`src/rtl/byte_calc_core.sv`:
```
// Byte-stream calculator: takes operand A, operand B and an operator byte, shows the
// 5-bit sum/difference on the LEDs and replies with it as ASCII hex over the strobe interface.
module byte_calc_core #(
   parameter logic       CR_EN    = 1'b1,
   parameter logic [7:0] ERR_CHAR = 8'h3F
) (
   input  logic       clk12m,
   input  logic       rst,
   input  logic [7:0] rx_data,
   input  logic       rx_data_rdy,
   output logic [7:0] tx_data,
   output logic       tx_data_rdy,
   input  logic       tx_busy,
   output logic [4:0] leds,
   output logic       rx_overrun
);

   typedef enum logic [2:0] {S_A, S_B, S_OP, S_TX0, S_TX1, S_TXCR, S_ERR} state_t;

   state_t     state, state_nx;
   logic [3:0] opa, opa_nx, opb, opb_nx;
   logic [4:0] res, res_nx, leds_nx;
   logic [7:0] tx_data_nx;
   logic       tx_rdy_nx, ovr_nx;
   logic       can_send;

   function automatic logic [7:0] hex_char(input logic [3:0] n);
      return (n < 4'd10) ? (8'h30 + {4'h0, n}) : (8'h37 + {4'h0, n});
   endfunction

   // A strobe in the previous cycle forces one idle cycle before tx_busy is trusted again.
   assign can_send = !tx_data_rdy && !tx_busy;

   always_comb begin
      state_nx   = state;
      opa_nx     = opa;
      opb_nx     = opb;
      res_nx     = res;
      leds_nx    = leds;
      tx_data_nx = 8'h00;
      tx_rdy_nx  = 1'b0;
      ovr_nx     = 1'b0;
      case (state)
         S_A: if (rx_data_rdy) begin
            if (rx_data[7:4] == 4'h0) begin
               opa_nx   = rx_data[3:0];
               state_nx = S_B;
            end else begin
               state_nx = S_ERR;
            end
         end
         S_B: if (rx_data_rdy) begin
            if (rx_data[7:4] == 4'h0) begin
               opb_nx   = rx_data[3:0];
               state_nx = S_OP;
            end else begin
               state_nx = S_ERR;
            end
         end
         S_OP: if (rx_data_rdy) begin
            case (rx_data)
               8'h2B: begin
                  res_nx   = {1'b0, opa} + {1'b0, opb};
                  state_nx = S_TX0;
               end
               8'h2D: begin
                  res_nx   = {1'b0, opa} - {1'b0, opb};
                  state_nx = S_TX0;
               end
               default: state_nx = S_ERR;
            endcase
         end
         S_TX0: begin
            // LEDs follow the result one cycle after the operator is accepted.
            leds_nx = res;
            ovr_nx  = rx_data_rdy;
            if (can_send) begin
               tx_rdy_nx  = 1'b1;
               tx_data_nx = res[4] ? 8'h31 : 8'h30;
               state_nx   = S_TX1;
            end
         end
         S_TX1: begin
            ovr_nx = rx_data_rdy;
            if (can_send) begin
               tx_rdy_nx  = 1'b1;
               tx_data_nx = hex_char(res[3:0]);
               state_nx   = CR_EN ? S_TXCR : S_A;
            end
         end
         S_TXCR: begin
            ovr_nx = rx_data_rdy;
            if (can_send) begin
               tx_rdy_nx  = 1'b1;
               tx_data_nx = 8'h0D;
               state_nx   = S_A;
            end
         end
         S_ERR: begin
            ovr_nx = rx_data_rdy;
            if (can_send) begin
               tx_rdy_nx  = 1'b1;
               tx_data_nx = ERR_CHAR;
               state_nx   = S_A;
            end
         end
         default: state_nx = S_A;
      endcase
   end

   always_ff @(posedge clk12m) begin
      if (rst) begin
         state       <= S_A;
         opa         <= 4'h0;
         opb         <= 4'h0;
         res         <= 5'h00;
         leds        <= 5'h00;
         tx_data     <= 8'h00;
         tx_data_rdy <= 1'b0;
         rx_overrun  <= 1'b0;
      end else begin
         state       <= state_nx;
         opa         <= opa_nx;
         opb         <= opb_nx;
         res         <= res_nx;
         leds        <= leds_nx;
         tx_data     <= tx_data_nx;
         tx_data_rdy <= tx_rdy_nx;
         rx_overrun  <= ovr_nx;
      end
   end

endmodule

```
`config.mk`:
```
export PLATFORM = sky130hd
export DESIGN_NAME = byte_calc_core
export DESIGN_NICKNAME = d
export VERILOG_FILES = /design/src/rtl/byte_calc_core.sv
export SDC_FILE = /design/constraint.sdc
export NUM_CORES = 1
export LEC_CHECK = 0
export CAP_MARGIN = 20
export CORE_UTILIZATION = 50
export DETAILED_ROUTE_END_ITERATION = 7
export GPL_TIMING_DRIVEN = 0
export PLACE_DENSITY_LB_ADDON = 0.12
export SETUP_SLACK_MARGIN = 0.05
export SYNTH_ARGS = -nofsm -noshare
export SYNTH_HDL_FRONTEND = slang
export SYNTH_SLANG_ARGS = --single-unit
```
`constraint.sdc`:
```
create_clock -name clk12m -period 4.9 [get_ports clk12m]
set_clock_uncertainty 0.05 [all_clocks]
set_input_delay 0.49 -clock clk12m [delete_from_list [all_inputs] [get_ports clk12m]]
set_output_delay 0.49 -clock clk12m [all_outputs]
set_load 0.02 [all_outputs]
```
Yosys cells after proc, flatten, opt, wreduce, memory -nomap -nowiden
Index checks and enable logic that the tools add are counted.

Flip-flop bits (word level): 31. Latch bits: 0. Memory bits (writable): 0. Memory bits (read-only): 0. Output and inout port bits: 15. Memories kept: 0.

Add/subtract/negate cells: 4. Multipliers: 0. Divide/modulo/power cells: 0. Order comparisons: 1. Eq/ne operators: 14. Shift-type cells: 0. Muxes and demuxes: 19. Bitwise operators: 1. Reduce and logical (&&, ||, !) cells: 14.

Operators with widths (count): 7-bit case mux with 4 select lines (1); 3-bit 2-to-1 mux (9); 3-bit case mux with 6 select lines (1); 8-bit by 6-bit == test with 1-bit output (second input constant) (2); 6-bit by 4-bit adder with 7-bit output (first input constant) (2); 7-bit 2-to-1 mux (2); 6-bit 2-to-1 mux (2); 2-bit inequality test (second input constant) (5); 5-bit case mux with 2 select lines (1); 3-bit == test (second input constant) (3); 3-bit AND reduction (3); 3-bit by 2-bit == test with 1-bit output (second input constant) (2); 6-bit AND reduction (1); 2-bit OR reduction (3); 4-bit by 4-bit adder with 5-bit output (1); 4-bit by 4-bit subtractor with 5-bit output (1); 4-bit zero test (1); 4-bit < comparator (second input constant) (1); 4-bit 2-to-1 mux (1); 4-bit OR reduction (1); 3-bit by 1-bit == test with 1-bit output (second input constant) (1); 3-bit zero test (1); 1-bit zero test (2); 1-bit 2-to-1 mux (2); other kinds (4) (4).

Depth between registers and ports, before layout
Depth after elaboration: 5. Gate-level depth with buffers: 9. Gate-level depth less buffers: 9.

Least setup slack after synthesis
No wires, ideal clock.

Path type: input to register. From: in rx_data[4]. To: reg res[3]. Library setup time: 92 ps. Data arrival time: 2158 ps. Required time: 4758 ps. Path slack: 2600 ps. Cell stages on the path: 8. Path buffers: 0. Cell sequence: nor3_1 -> and3_1 -> mux2i_1 -> ha_1 -> nor2b_1 -> o21a_1 -> o21a_1 -> o32ai_1.

Longest elaborated chain between the ends: 3. Elaborated cells between the ends (all ways): 5.

Ends and longest elaborated chain: start: declaration (line 9) `input logic [7:0] rx_data,`; 8-bit by 6-bit == test with 1-bit output (line 61) `case (rx_data)`; 2-bit nonzero test (no source line); 3-bit AND reduction (no source line); end signal: assignment (line 125) `res <= res_nx;`; end: declaration (line 22) `logic [4:0] res, res_nx, leds_nx;`.

Parallel ways exist; a longest one is shown, timed or not. A chain may end at the register's enable or synchronous reset.

Final worst setup path
Same ends and word-level chain as after synthesis.

==> summary.md <==
| Metric | Value |
|---|---|
| Finished Layout Cells | 243 |
| EDFF count, synth | 0 |
| Core Rows | 19 |
| Flop pwr share | 52.0% |
| DRT Pass-1 Iters | 6 |
| DR DRC count | 2 |
| Final hold violation count | 0 |
| Die span in y | 57.5 µm |
| Total number of vias | 1410 |
| Post-CTS setup buffer count | 0 |
| Setup violators final | 0 |
| Depth of the most critical reg-to-reg path | 8 |
| Post-synth ARST share | 0% |
| Root Buffer | clkbuf_4 |
| Top_reg_cell synth | dfxtp_1 |
| Mean routed wirelength per cell | 14.0 µm |
| Seq cells post-synth | 30 |
| Hpwl dp | 2.52 mm |
| Mapped Area | 1540 µm² |
| WS Path Type | in2reg |
| Routed Antenna Nets | 0 |
| Count of input and output buffers | 25 |
| Fmax | 374 MHz |
| Placed Area | 1830 µm² |
| Final min period | 2.67 ns |
| Detailed-route vias per instance | 5.80 |
| PwrDens | 258 nW/µm² |
| Outcome | complete, but fails checks |
| Crit end category | flop |
| Failing checks | design-rule violations |
| Worst setup endpoint | res[3] |
| Worst hold path depth | 2 |
| CTS H-tree depth | 2 |
| Die area | 3300 µm² |
| Fin crit share | 54.5% |
| YS warnings | 0 |
| Sequential area share after synthesis | 39.0% |
| Setup TNS | 0 ns |
| Worst R2R Start | opb[0] |
| Post-CTS resize count | 0 |
| Internal power | 349 µW |
| Clock share of power | 32.6% |
| CTS Hold Bufs | 0 |
| Final Max Tran Viols | 0 |
| Worst skew pair latency | 0.34 ns |
| Starting Density | 54.4% |
| Netlist cell types | 37 |
| Reg2Reg Setup Slack | 2.77 ns |
| Reg2reg end | res[3] |
| Final instance area | 1890 µm² |
| Most instantiated cells after synthesis | 30 x dfxtp_1, 29 x nor2_1, 16 x mux2i_1, 13 x a21oi_1 |
| Worst min-delay path class | reg2reg |
| Synth area leaders | dfxtp_1 39%, mux2i_1 10%, nor2_1 7.1% |
| Ant. Diodes | 0 |
| Final WL | 3.41 mm |
| Mapped Cells | 179 |
| Clock Pin Slew Worst Setup and Hold Paths | 0.09 ns |
| CTS tree | done |
| Worst IR Drop VDD | 0.000164 V |
| CP Data Required Time | 5.11 ns |
| Chip Width | 57.5 µm |
| Global-route wire length before repair | 5.90 mm |
| Max-Cap Viols | 0 |
| Syn avg cell area | 8.60 µm² |
| Sw Ratio | 28.5% |
| Io pins | 27 |
| Max incr delay on CP | 0.45 ns |
| Antenna violations before repair | 0 |
| Share of cells above drive strength 1 | 4.72% |
| Post-layout nets | 230 |
| Core area | 2830 µm² |
| GPL Wtd Cong | 0.818 |
| Combinational power share | 15.4% |
| Clock buffer count from CTS | 5 |
| Synthesized Nets | 198 |
| Crit-path slowest cell | clkdlybuf4s50_1 |
| Initial DRC count | 62 |
| Worst setup path start | rx_data[4] |
| Clock buffer depth | 2 |
| Yosys top cell area share | 39.0% |
| Leakage | 0.751 nW |
| Relative slew slack | 61.8% |
| Gr usage total | 23.5% |
| NetSw | 139 µW |
| Largest net degree at the start of global routing | 11 |
| Post-Place Cells | 235 |
| Layout area overhead | 22.7% |
| Crit path max fanout | 3 |
| Vias in the first global route | 1356 |
| GRT Residual Overflow | 0 |
| CP cell instances | clkdlybuf4s50_1 -> nor3_1 -> and3_1 -> mux2i_1 -> ha_1 -> nor2b_1 -> o21a_1 -> o21a_1 -> o32ai_1 |
| Cell taking the most area after synthesis | dfxtp_1 |
| Worst-Margin Slew | 0.567 ns |
| Cell mode on critical path | o21a_1 |
| Startpoint types | primary input |
| Arrival time worst endpoint | 2.88 ns |
| Count leader, synth | dfxtp_1 |
| Clock Sinks | 30 |
| RSZ-0062 raised after global routing | no |
==> worst min-delay path by stage <==
stage	end	slack, ns	startpoint
2_1_floorplan	opa[0]	0.41	opa[0]
3_3_place_gp	leds[1]	0.43	leds[1]
3_5_place_dp	opa[0]	0.44	opa[0]
4_1_cts	leds[1]	0.47	leds[1]
5_1_grt	leds[1]	0.51	leds[1]
6_report	leds[1]	0.46	leds[1]
==> metrics by stage <==
stage | util [%] | power, mW | setup WS, ns | hold slack, ns
6_report | 66.7 | 0.488 | 2.23 | 0.460
5_1_grt | 66.7 | 0.505 | 1.98 | 0.511
4_1_cts | 66.7 | 0.487 | 2.24 | 0.465
3_5_place_dp | 64.6 | 0.332 | 1.89 | 0.439
3_3_place_gp | 64.6 | 0.330 | 1.93 | 0.430
2_1_floorplan | - | 0.304 | 2.60 | 0.413
==> power groups by stage <==
stage | logic, mW | registers (mW) | clock network, mW
2_1_floorplan | 0.0428 | 0.262 | 0
3_5_place_dp | 0.0730 | 0.259 | 0
5_1_grt | 0.0823 | 0.254 | 0.169
6_report | 0.0751 | 0.254 | 0.159
4_1_cts | 0.0737 | 0.253 | 0.160
3_3_place_gp | 0.0712 | 0.259 | 0
==> state kept, by name, summed over array words and instances, names as in the netlist <==
| signal | count |
|---|---|
| opb | 4 |
| res | 5 |
| rx_overrun | 1 |
| state | 3 |
| tx_data_rdy | 1 |
| leds | 5 |
| tx_data | 7 |
| opa | 4 |
==> placed cells by master (no fill, tap or decap), types with 2 or more instances in the layout <==
master,count
o21ai_0,11
nor4_1,3
dfxtp_1,30
clkbuf_4,5
clkdlybuf4s50_1,25
a211oi_1,4
nor2_1,29
xnor2_1,7
nor2b_1,3
nor3_1,5
nand3_1,4
and3_1,2
nand2_1,6
mux2i_1,16
ha_1,6
inv_1,11
clkbuf_1,7
a21oi_1,13
o21a_1,3
==> layout make-up <==
cell class	count	area, µm²
Clock buffer	7	55.1
Tap cell	31	38.8
Buffer	7	30.0
Fill cell	239	941
Sequential cell	30	601
Timing Repair Buffer	25	250
Inverter	12	45.0
Clock inverter	1	5.00
Multi-Input combinational cell	130	863
==> kinds of logic after synthesis <==
family	after synthesis	synth area share (%)
DFF	30	39.0
AOI/OAI and AO/OA	38	15.0
adders and majority gates	7	6.18
muxes	16	10.4
other	1	0.244
xor gates and xnor gates	8	4.55
and+or+nand+nor	60	19.7
buffers and inverters	19	4.88
==> critical path: cells and delay by family <==
kind | cells | cell delay [ns]
compound gates | 3 | 0.59
mux | 1 | 0.33
fa+ha+maj | 1 | 0.29
simple gates | 3 | 0.74
buf+inv | 1 | 0.45
==> metal layers <==
layer,global-route usage (%),vias to the layer above,wire length [µm]
met5,0,-,0
met4,13.2,0,75
met3,5.22,7,175
met2,39.5,43,1680
met1,27.6,666,1480
li1,-,694,-
Power figures use the tool's default switching activity.
==> RTL edit: new RTL, same flow settings <==
`CR_EN`: 1'b1 -> 1'b0.
--- a/src/rtl/byte_calc_core.sv
+++ b/src/rtl/byte_calc_core.sv
@@ -1,7 +1,7 @@
 // Byte-stream calculator: takes operand A, operand B and an operator byte, shows the
 // 5-bit sum/difference on the LEDs and replies with it as ASCII hex over the strobe interface.
 module byte_calc_core #(
-   parameter logic       CR_EN    = 1'b1,
+   parameter logic       CR_EN    = 1'b0,
    parameter logic [7:0] ERR_CHAR = 8'h3F
 ) (
    input  logic       clk12m,
Function: changed (Yosys sat finds a counterexample within 10 cycles, from zero or initial values and one cycle with rst high).
==> RTL edit against the original RTL <==
  * Power rose by 3.4%
  * Routed wire length fell by 9.7%
  * Worst hold slack got worse by 0.0035 ns
  * Critical path depth rose by 1
  * Global-route usage fell by 3.0 points
  * First-iteration DRC count fell by 44%
  * Area after synthesis rose by 2.7%
  * Sequential cell count did not move
  * Worst setup slack got worse by 0.36 ns
  * Via count fell by 5.0%
  * Non-clock buffer count rose by 2
  * Design area rose by 3.4%
  * Critical endpoint is now res[4]
  * Largest cell class unchanged
  * Largest power group unchanged
==> RTL edit: results (changes against the original RTL) <==
.. list-table::
   :header-rows: 1

   * - Metric
     - Value
   * - Sequential fraction of the synthesis area
     - 38.0% (-1.0 points)
   * - Total leakage power
     - 0.742 nW (-1.3%)
   * - Combinational group power
     - 0.0619 mW (-18%)
   * - Result of the run
     - completed
   * - Non-clock inverter total of the final layout
     - 11 (-1)
   * - Count of mapped cells out of synthesis
     - 178 (-0.56%)
   * - Worst reg2reg path startpoint
     - opb[0]
   * - Met3 Resource Use GR
     - 6.03% (+0.81 points)
   * - Global-route wire length before repair
     - 5200 um (-12%)
   * - Wire length after detailed routing
     - 3080 um (-9.7%)
   * - Vias per cell
     - 5.27 (-9.1%)
   * - H-tree Lvls
     - 2 (unchanged)
   * - Sequential cell area share
     - 30.7% (-1.1 points)
   * - Iteration count of the initial detailed-routing pass
     - 4 (-2)
   * - Routability congestion estimate from global placement
     - 0.897 (+9.7%)
   * - Synth cell count leaders
     - sky130_fd_sc_hd__dfxtp_1, sky130_fd_sc_hd__nor2_1, sky130_fd_sc_hd__mux2i_1, sky130_fd_sc_hd__inv_1, sky130_fd_sc_hd__nand2_1
   * - Detail Route met3 WL
     - 176 um (+0.57%)
   * - Met2 Resource Use GR
     - 32.0% (-7.5 points)
   * - TritonCTS Buffers
     - 5 (unchanged)
   * - Non-clock buffer count
     - 34 (+6.3%)
   * - Number of global-route vias before repair
     - 1188 (-12%)
   * - Power per cell area
     - 258 nW/um^2 (about the same)
   * - Maximum ir drop on the vdd rail
     - 0.166 mV (+1.1%)
   * - Number of distinct library cells after synthesis
     - 41 (+11%)
   * - Seq pwr
     - 0.250 mW (-2%)
   * - Overall fraction of global-route tracks in use
     - 20.5% (-3.0 points)
   * - DPL Wire Length
     - 2360 um (-6.2%)
   * - Post-layout nets
     - 228 (-0.87%)
   * - First DRT Iteration DRCs
     - 35 (-44%)
   * - Filler instances
     - 253 (+5.9%)
   * - Met2 layer wire length in the routed design
     - 1370 um (-19%)
   * - Relative max-transition margin
     - 60.1% (-1.7 points)
   * - Reg-to-Reg End
     - res[4]
   * - Count of multi-input combinational gates
     - 127 (-2.3%)
   * - GRT met1 Usage
     - 27.1% (-0.49 points)
   * - Most area-consuming cells after synthesis
     - sky130_fd_sc_hd__dfxtp_1, sky130_fd_sc_hd__mux2i_1, sky130_fd_sc_hd__nor2_1, sky130_fd_sc_hd__ha_1, sky130_fd_sc_hd__xnor2_1
   * - Switching power total
     - 0.125 mW (-10%)
   * - Placed instance count
     - 246 (+4.7%)
   * - Multi-input gate share of the layout cell area
     - 45.1% (-0.63 points)
   * - Layout cells sized above 1
     - 10.0% (+5.3 points)
   * - Startpoint of the worst hold path
     - leds[4]
   * - IO buf count
     - 24 (-4.0%)
[RTL edit: cell types whose count changed after synthesis, sizes merged, moves of 2 or more]
cell and delta:
o21a -3, or2 +3, o21ai -6, a21oi -6, buf +4, nand2 +3
nand2b +5, o22ai +2, or3 +2, and3 -2, a21o +2, a31oi +2
[RTL edit: critical path, stage by stage]
cell and delay (ns):
sky130_fd_sc_hd__clkdlybuf4s50_1 0.40, sky130_fd_sc_hd__or3_4 0.38, sky130_fd_sc_hd__buf_6 0.14, sky130_fd_sc_hd__nor4_1 0.51
sky130_fd_sc_hd__mux2i_1 0.25, sky130_fd_sc_hd__fa_1 0.47, sky130_fd_sc_hd__a21o_1 0.17, sky130_fd_sc_hd__a21oi_1 0.16
sky130_fd_sc_hd__xnor2_1 0.13, sky130_fd_sc_hd__a211oi_1 0.08
[RTL edit: per-stage QoR]
step                      util (%)  area, um^2  setup slack [ns]  hold WS [ns]
final                         64.5        1950              1.86         0.457
after detailed placement      61.9        1880              1.48         0.442
after global placement        61.9        1880              1.56         0.425
after CTS                     64.5        1950              1.84         0.465
after global routing          64.5        1950              1.69         0.497
after floorplan                  -        1580              2.15         0.410
[RTL edit: how the worst min path moves through the flow]
stage	end	slack (ns)
final	leds[4]	0.46
after global routing	leds[0]	0.50
after CTS	leds[4]	0.47
after detailed placement	leds[4]	0.44
after global placement	leds[3]	0.43
after floorplan	opa[0]	0.41
[RTL edit: kinds of logic after synthesis]
group | count (synthesis) | synth area share, %
and+or+nand+nor | 66 | 22.7
DFF | 30 | 38.0
AOI/OAI and AO/OA | 28 | 11.4
buffers and inverters | 21 | 6.25
muxes | 18 | 11.5
adders and majority gates | 7 | 6.02
xor gates and xnor gates | 7 | 3.88
other | 1 | 0.237
